$ cat config.mk
export PLATFORM = sky130hd
export DESIGN_NAME = digit_scan_mux
export DESIGN_NICKNAME = d
export VERILOG_FILES = /design/src/rtl/seg_disp_pkg.sv /design/src/rtl/lzb_filter.sv /design/src/rtl/digit_scan_mux.sv
export SDC_FILE = /design/constraint.sdc
export NUM_CORES = 1
export LEC_CHECK = 0
export ABC_AREA = 0
export BUFFER_PORTS_ARGS = -buffer_cell sky130_fd_sc_hd__buf_2
export CORE_MARGIN = 5
export CORE_UTILIZATION = 62
export DETAILED_ROUTE_END_ITERATION = 6
export PLACE_DENSITY = 0.84
export SYNTH_ARGS = -nofsm -noshare
export SYNTH_HDL_FRONTEND = slang
export SYNTH_SLANG_ARGS = --single-unit
$ cat constraint.sdc
create_clock -name clk -period 3.7 [get_ports clk]
set_input_delay 0.185 -clock clk [delete_from_list [all_inputs] [get_ports clk]]
set_output_delay 0.185 -clock clk [all_outputs]
set_load 0.01 [all_outputs]
$ cat src/rtl/seg_disp_pkg.sv
// seg_disp_pkg: shared codes and types for the seven-segment display scanner
package seg_disp_pkg;
  localparam logic [3:0] BLANK_CODE = 4'hF;
  typedef logic [3:0] bcd_digit_t;
  typedef enum logic {GAP, ON} scan_state_e;
endpackage

$ cat src/rtl/lzb_filter.sv
// lzb_filter: combinational leading-zero blanker; digit 0 is never blanked
module lzb_filter import seg_disp_pkg::*; #(
  parameter int NUM_DIGITS = 4
) (
  input  logic [4*NUM_DIGITS-1:0] din,
  output logic [4*NUM_DIGITS-1:0] dout
);
  logic lead;
  always_comb begin
    dout = din;
    lead = 1'b1;
    for (int k = NUM_DIGITS - 1; k > 0; k--) begin
      lead = lead && (din[4*k +: 4] == 4'd0);
      if (lead) dout[4*k +: 4] = BLANK_CODE;
    end
  end
endmodule

$ cat src/rtl/digit_scan_mux.sv
// digit_scan_mux: double-buffered time-multiplexed scanner for a common-anode seven-segment display
// Define DIGIT_SCAN_LZB_EN to blank leading zeros when a word is committed.
module digit_scan_mux import seg_disp_pkg::*; #(
  parameter int NUM_DIGITS = 4,
  parameter int CLK_DIV    = 50000,
  parameter int GAP_CYCLES = 8
) (
  input  logic                    clk,
  input  logic                    rst_n,
  input  logic                    in_valid,
  output logic                    in_ready,
  input  logic [4*NUM_DIGITS-1:0] in_bcd,
  output logic [3:0]              digit_bin,
  output logic [NUM_DIGITS-1:0]   an_n
);
  localparam int W  = 4 * NUM_DIGITS;
  localparam int IW = $clog2(NUM_DIGITS);
  localparam int CW = $clog2((CLK_DIV > GAP_CYCLES ? CLK_DIV : GAP_CYCLES) + 1);
  localparam logic [IW-1:0] LAST = IW'(NUM_DIGITS - 1);
  localparam logic [W-1:0] BLANK_WORD = {NUM_DIGITS{BLANK_CODE}};

  scan_state_e           state_q, state_d;
  logic [CW-1:0]         cnt_q, cnt_d;
  logic [IW-1:0]         idx_q, idx_d;
  logic [W-1:0]          pend_q, pend_d, disp_q, disp_d, disp_in;
  logic                  pend_vld_q, pend_vld_d, in_ready_q, in_ready_d;
  logic [NUM_DIGITS-1:0] an_n_q, an_n_d;
  bcd_digit_t            digit_bin_q, digit_bin_d;
  logic                  gap_done, on_done, commit, accept;

`ifdef DIGIT_SCAN_LZB_EN
  lzb_filter #(.NUM_DIGITS(NUM_DIGITS)) u_lzb (.din(pend_q), .dout(disp_in));
`else
  assign disp_in = pend_q;
`endif

  always_ff @(posedge clk) begin
    if (!rst_n) begin
      state_q     <= GAP;
      cnt_q       <= '0;
      idx_q       <= LAST;
      pend_q      <= BLANK_WORD;
      disp_q      <= BLANK_WORD;
      pend_vld_q  <= 1'b0;
      in_ready_q  <= 1'b0;
      an_n_q      <= '1;
      digit_bin_q <= BLANK_CODE;
    end else begin
      state_q     <= state_d;
      cnt_q       <= cnt_d;
      idx_q       <= idx_d;
      pend_q      <= pend_d;
      disp_q      <= disp_d;
      pend_vld_q  <= pend_vld_d;
      in_ready_q  <= in_ready_d;
      an_n_q      <= an_n_d;
      digit_bin_q <= digit_bin_d;
    end
  end

  always_comb begin
    gap_done = state_q == GAP && cnt_q == CW'(GAP_CYCLES - 1);
    on_done  = state_q == ON && cnt_q == CW'(CLK_DIV - 1);
    state_d  = gap_done ? ON : on_done ? GAP : state_q;
    cnt_d    = (gap_done || on_done) ? '0 : cnt_q + 1'b1;
    idx_d    = !gap_done ? idx_q : idx_q == LAST ? '0 : idx_q + 1'b1;
  end

  // Outputs lag state by one edge so anode and code always switch together.
  always_comb begin
    commit      = gap_done && idx_q == LAST && pend_vld_q;
    accept      = in_valid && in_ready_q;
    pend_d      = accept ? in_bcd : pend_q;
    pend_vld_d  = accept || (pend_vld_q && !commit);
    disp_d      = commit ? disp_in : disp_q;
    in_ready_d  = !pend_vld_d;
    an_n_d      = state_q == ON ? ~(NUM_DIGITS'(1) << idx_q) : '1;
    digit_bin_d = state_q == ON ? disp_q[{idx_q, 2'b00} +: 4] : BLANK_CODE;
  end

  assign in_ready  = in_ready_q;
  assign an_n      = an_n_q;
  assign digit_bin = digit_bin_q;
endmodule

## Yosys cells after proc, flatten, opt, wreduce, memory -nomap -nowiden

Cells that the tools add are included.

| word-level totals | value |
|---|---|
| bits in registers | 61 |
| latch bits | 0 |
| memory bits (writable) | 0 |
| bits in read-only memories | 0 |
| input bits | 19 |
| output and inout port bits | 9 |
| word-level logic and storage cells | 35 |
| memories | 0 |

| operators by class | value |
|---|---|
| $add $sub $neg | 2 |
| $mul | 0 |
| div/mod/pow operators | 0 |
| $lt $le $gt $ge | 0 |
| equality and inequality tests | 3 |
| shift-type cells | 2 |
| multiplexer cells | 3 |
| bitwise logic cells | 3 |
| reduce and logical (&&, ||, !) cells | 13 |

Operator list:

| operator | count |
|---|---|
| adder 16 x 1 -> 16 bit, second input constant | 1 |
| equality test 16 bit, second input constant | 1 |
| equality test 16 x 3 -> 1 bit, second input constant | 1 |
| variable part select 16 x 5 -> 4 bit | 1 |
| logical AND 1 bit | 6 |
| inverter 4 bit | 1 |
| << shifter 1 x 2 -> 4 bit, first input constant | 1 |
| adder 2 x 1 -> 2 bit, second input constant | 1 |
| equality test 2 bit, second input constant | 1 |
| zero test 1 bit | 2 |
| logical OR 1 bit | 2 |
| two-way mux 1 bit | 2 |
| two-way mux 2 bit | 1 |
| inverter 1 bit | 2 |
| AND reduction 2 bit | 1 |
| nonzero test 2 bit | 1 |
| OR reduction 2 bit | 1 |

## Logic depth before layout (Yosys ltp)

| logic depth | value |
|---|---|
| depth in word-level cells | 8 |
| depth in mapped cells | 7 |
| gate-level depth less buffers | 5 |

## Worst setup path after synthesis

OpenSTA, ideal clock, no wires.

| timing | value |
|---|---|
| kind | register -> register |
| start | register idx_q[1] |
| end | register disp_q[0] |
| setup time | 0.122 ns |
| arrival time | 1.617 ns |
| required time | 3.578 ns |
| setup slack | 1.960 ns |
| cell stages (with the launch flop) | 6 |
| buffers on the path | 1 |
| period minus slack after synthesis | 1.740 ns |
| cell sequence | dfxtp_1 > ha_1 > nand2_1 > clkbuf_1 > o31a_1 > a311o_1 |

| on the way | value |
|---|---|
| word-level cells in the longest chain between the ends | 3 |

Ends and longest elaborated chain:

| item | RTL line | source |
|---|---|---|
| start: declaration | digit_scan_mux.sv:24 | `logic [IW-1:0] idx_q, idx_d;` |
| start signal: assignment | digit_scan_mux.sv:51 | `idx_q <= idx_d;` |
| equality test 2 bit | digit_scan_mux.sv:71 | `commit = gap_done && idx_q == LAST && pend_vld_q;` |
| logical AND 1 bit (2 in a row) | digit_scan_mux.sv:71 |  |
| end signal: assignment | digit_scan_mux.sv:53 | `disp_q <= disp_d;` |
| end: declaration | digit_scan_mux.sv:25 | `logic [W-1:0] pend_q, pend_d, disp_q, disp_d, disp_in;` |

Every way passes these cells.
A chain may end at the register's enable or synchronous reset.

## Worst setup path in the final report

| timing | value |
|---|---|
| start | register cnt_q[8] |
| end | register cnt_q[7] |

| on the way | value |
|---|---|
| word-level cells in the longest chain between the ends | 4 |
| elaborated cells between the ends (all ways) | 6 |
| those cells by class | 2 x eq/ne; 4 x reduce/logical |

Ends and longest elaborated chain:

| item | RTL line | source |
|---|---|---|
| start: declaration | digit_scan_mux.sv:23 | `logic [CW-1:0] cnt_q, cnt_d;` |
| start signal: assignment | digit_scan_mux.sv:50 | `cnt_q <= cnt_d;` |
| equality test 16 x 3 -> 1 bit / equality test 16 bit (equally long branches) | digit_scan_mux.sv:62, digit_scan_mux.sv:63 |  |
| logical AND 1 bit (on tied branches) | digit_scan_mux.sv:62, digit_scan_mux.sv:63 |  |
| logical OR 1 bit (*) | digit_scan_mux.sv:65 | `cnt_d = (gap_done \|\| on_done) ? '0 : cnt_q + 1'b1;` |
| OR reduction 2 bit (no line) (*) | -- |  |

Mark *: on every way between the ends. The rest lies on a longest branch, timed or not.

==> flow_summary.toml <==
[timing]
finClkSkew_ps = 4.64
drv_slew = 0
rsz0062_at_grt = "false"
fmax_mhz = 456
setup_viol = 0
period_share_pct = 59.3
worst_pin_slew_ps = 952
finalSetupTns_ps = 0
period_needed_ps = 2190
slew_headroom_pct = 36.1
fin_ws_ps = 1510
hold_viol = 0
hold_ws_ps = 57.0

[worst_setup_path]
arrival_ps = 2370
crit_type = "register to register"
endpoint_kind = "register"
crit_buf_inv = 0
critPathSlowestCell = "a21oi_2"
crit_required_ps = 3880
critical-path-top-delay-family = "simple AND/OR/NAND/NOR gates"
critical_path.max_stage_delay_ps = 780
cp_cell_sequence = "nor4_1, nand2_1, a21oi_2, nor3_1"
cp_max_fo = 21
startpoint_type = "register"

[logic_synthesis]
synth_top_area_cell = "dfxtp_1"
synth.avg_cell_area_um2 = 9.67
post-synth-top-count-cell = "dfxtp_1"
syn_inst = 266
syn_area_um2 = 2570
synth.top_cell.area_share_pct = 47.5
syn_nets = 290
ys_top_cells_by_area = "dfxtp_1 47%, a311o_1 6.2%, nand2_1 6.0%"
yosys-top-cells-count = "61 x dfxtp_1, 41 x nand2_1, 26 x nand3_1"
ys.warnings.count = 0
ys_ff_latch = 61
synth_ff_type = "dfxtp_1"
synth_cell_type_count = 35
synth-edff-count = 0
yosysSeqAreaShare_pct = 47.5
synthArstFlopShare_pct = 0

[grt]
grt-ovfl-total = 0
track_usage_pct = 20.5
grt_max_degree = 35
antenna_found_initial = 0
grt_pass1_wl_um = 8540
grt_pass1_vias = 1848

[routing]
drtPass1Iterations = 4
dr_total_vias = 2007
drtIter0Drc = 135
drc = 0
ant_nets = 0
drt-total-wl_um = 4960
routed_via_density = 5.96
avgRoutedWirePerCell_um = 14.7

[floorplanning]
start_util_pct = 64.3
io_pins = 28
die-area_um2 = 5540
core_area_um2 = 4000
rows = 23
die-height_um = 74.4
die_w_um = 74.4

[place]
port_buffers = 27
place_ws_ps = 1550
routabilityCongestion = 0.899
dpl.hpwl_um = 3290

[finish]
diodes = 0
nets = 307
final_layout_size_suffix_gt1_share_pct = 19.2
area_delta_synth_final_pct = 11.5

[status]
outcome = "finished, final reports clean"

[clock_network]
clk_latency_ps = 330
clkSlewWorstSetupHoldPaths_ps = 60
htreeDepth = 3
hold_buffers = 0
clkSinkCount = 61
cts_buffer_depth = 2
cts_tree = "built"
ctsRootBufferMaster = "clkbuf_8"
cts_setup_buffers = 0
post_cts_resized = 0
cts_made_buffers = 9

[pwr]
ir_drop_mv = 0.351
power_leakage_uw = 0.00105
powerDensity_nw_per_um2 = 466
p_total_uw = 1340

[worst_hold_path]
hp-class = "input pin to register"

[job]
max_cap_violations = 0
cell families (layout without fill, tap and decap cells):
kind of cell    after synthesis  after routing  share of synthesized area [%]
buf+inv                      28             49                           4.91
xor+xnor                     13             13                           4.43
mux                           4              4                           3.50
simple gates                114            114                           22.5
fa+ha+maj                     5              5                           2.43
flops                        61             61                           47.5
compound gates               41             41                           14.7
report_power, final:
group / switching [µW] / internal, µW
Clock: 239 / 341
Combinational: 43.7 / 24.3
Sequential: 12.7 / 675
Total: 295 / 1040
registers in the layout (all words and copies together), names as in the netlist:
name / cells
in_ready: 1
digit_bin: 4
an_n: 4
idx_q: 2
state_q: 1
disp_q: 16
disp_in: 16
pend_vld_q: 1
cnt_q: 16
metal layers:
layer	track usage (%)	vias to the layer above	share of wire [%]
met1	28.1	945	48
met3	5.00	11	4.7
met4	10.1	0	1.9
li1	-	1000	-
met5	0	-	0
met2	30.1	51	45
cells in the final DEF (no fill, tap or decap), drive strengths merged:
master / n
dfxtp: 61
nand2: 41
buf: 27
nand3: 26
nor3: 22
o31a: 17
a311o: 16
xnor2: 11
clkbuf: 11
inv: 6
ha: 5
or2: 5
nand4: 5
nor2: 5
mux4: 4
nor4: 4
clkinv: 3
and2: 2
xor2: 2
or4: 2
o21a: 2
or3: 1
a21oi: 1
nor3b: 1
o211ai: 1
o2bb2ai: 1
o31ai: 1
a211oi: 1
a211o: 1
clkinvlp: 1
bufinv: 1
tightest hold or removal path, cell delays in order:
cell and delay, ps:
buf_2 70, nand2_1 40, nand3_1 60
final timing paths:
| kind | start | endpoint | slack, ps | depth (start not counted) |
|---|---|---|---|---|
| worst max-delay path | cnt_q[8]$_SDFF_PP0_ | cnt_q[7]$_SDFF_PP0_ | 1510 | 4 |
| worst min-delay path | in_bcd[10] | disp_in[10]$_SDFFE_PN1P_ | 60 | 3 |
| worst max register to register | cnt_q[8]$_SDFF_PP0_ | cnt_q[7]$_SDFF_PP0_ | 1510 | 4 |
| worst min register to register | disp_in[2]$_SDFFE_PN1P_ | disp_in[2]$_SDFFE_PN1P_ | 470 | 2 |
final cells by class:
class | instances | area, µm²
clock inverters | 4 | 47.5
well taps | 50 | 62.6
fillers | 306 | 1130
multi-input cells | 177 | 1220
flip-flops and latches | 61 | 1220
clock buffers | 11 | 151
repair buffers | 27 | 135
inverters | 7 | 26.3
per-stage QoR:
step | cell area [µm²] | util, % | instances
3_5_place_dp | 2670 | 66.7 | 322
5_1_grt | 2870 | 71.7 | 337
3_3_place_gp | 2670 | 66.7 | 322
6_report | 2870 | 71.7 | 337
2_1_floorplan | 2570 | - | 266
4_1_cts | 2870 | 71.7 | 337
Note: power is estimated with default switching activity, not from simulation.
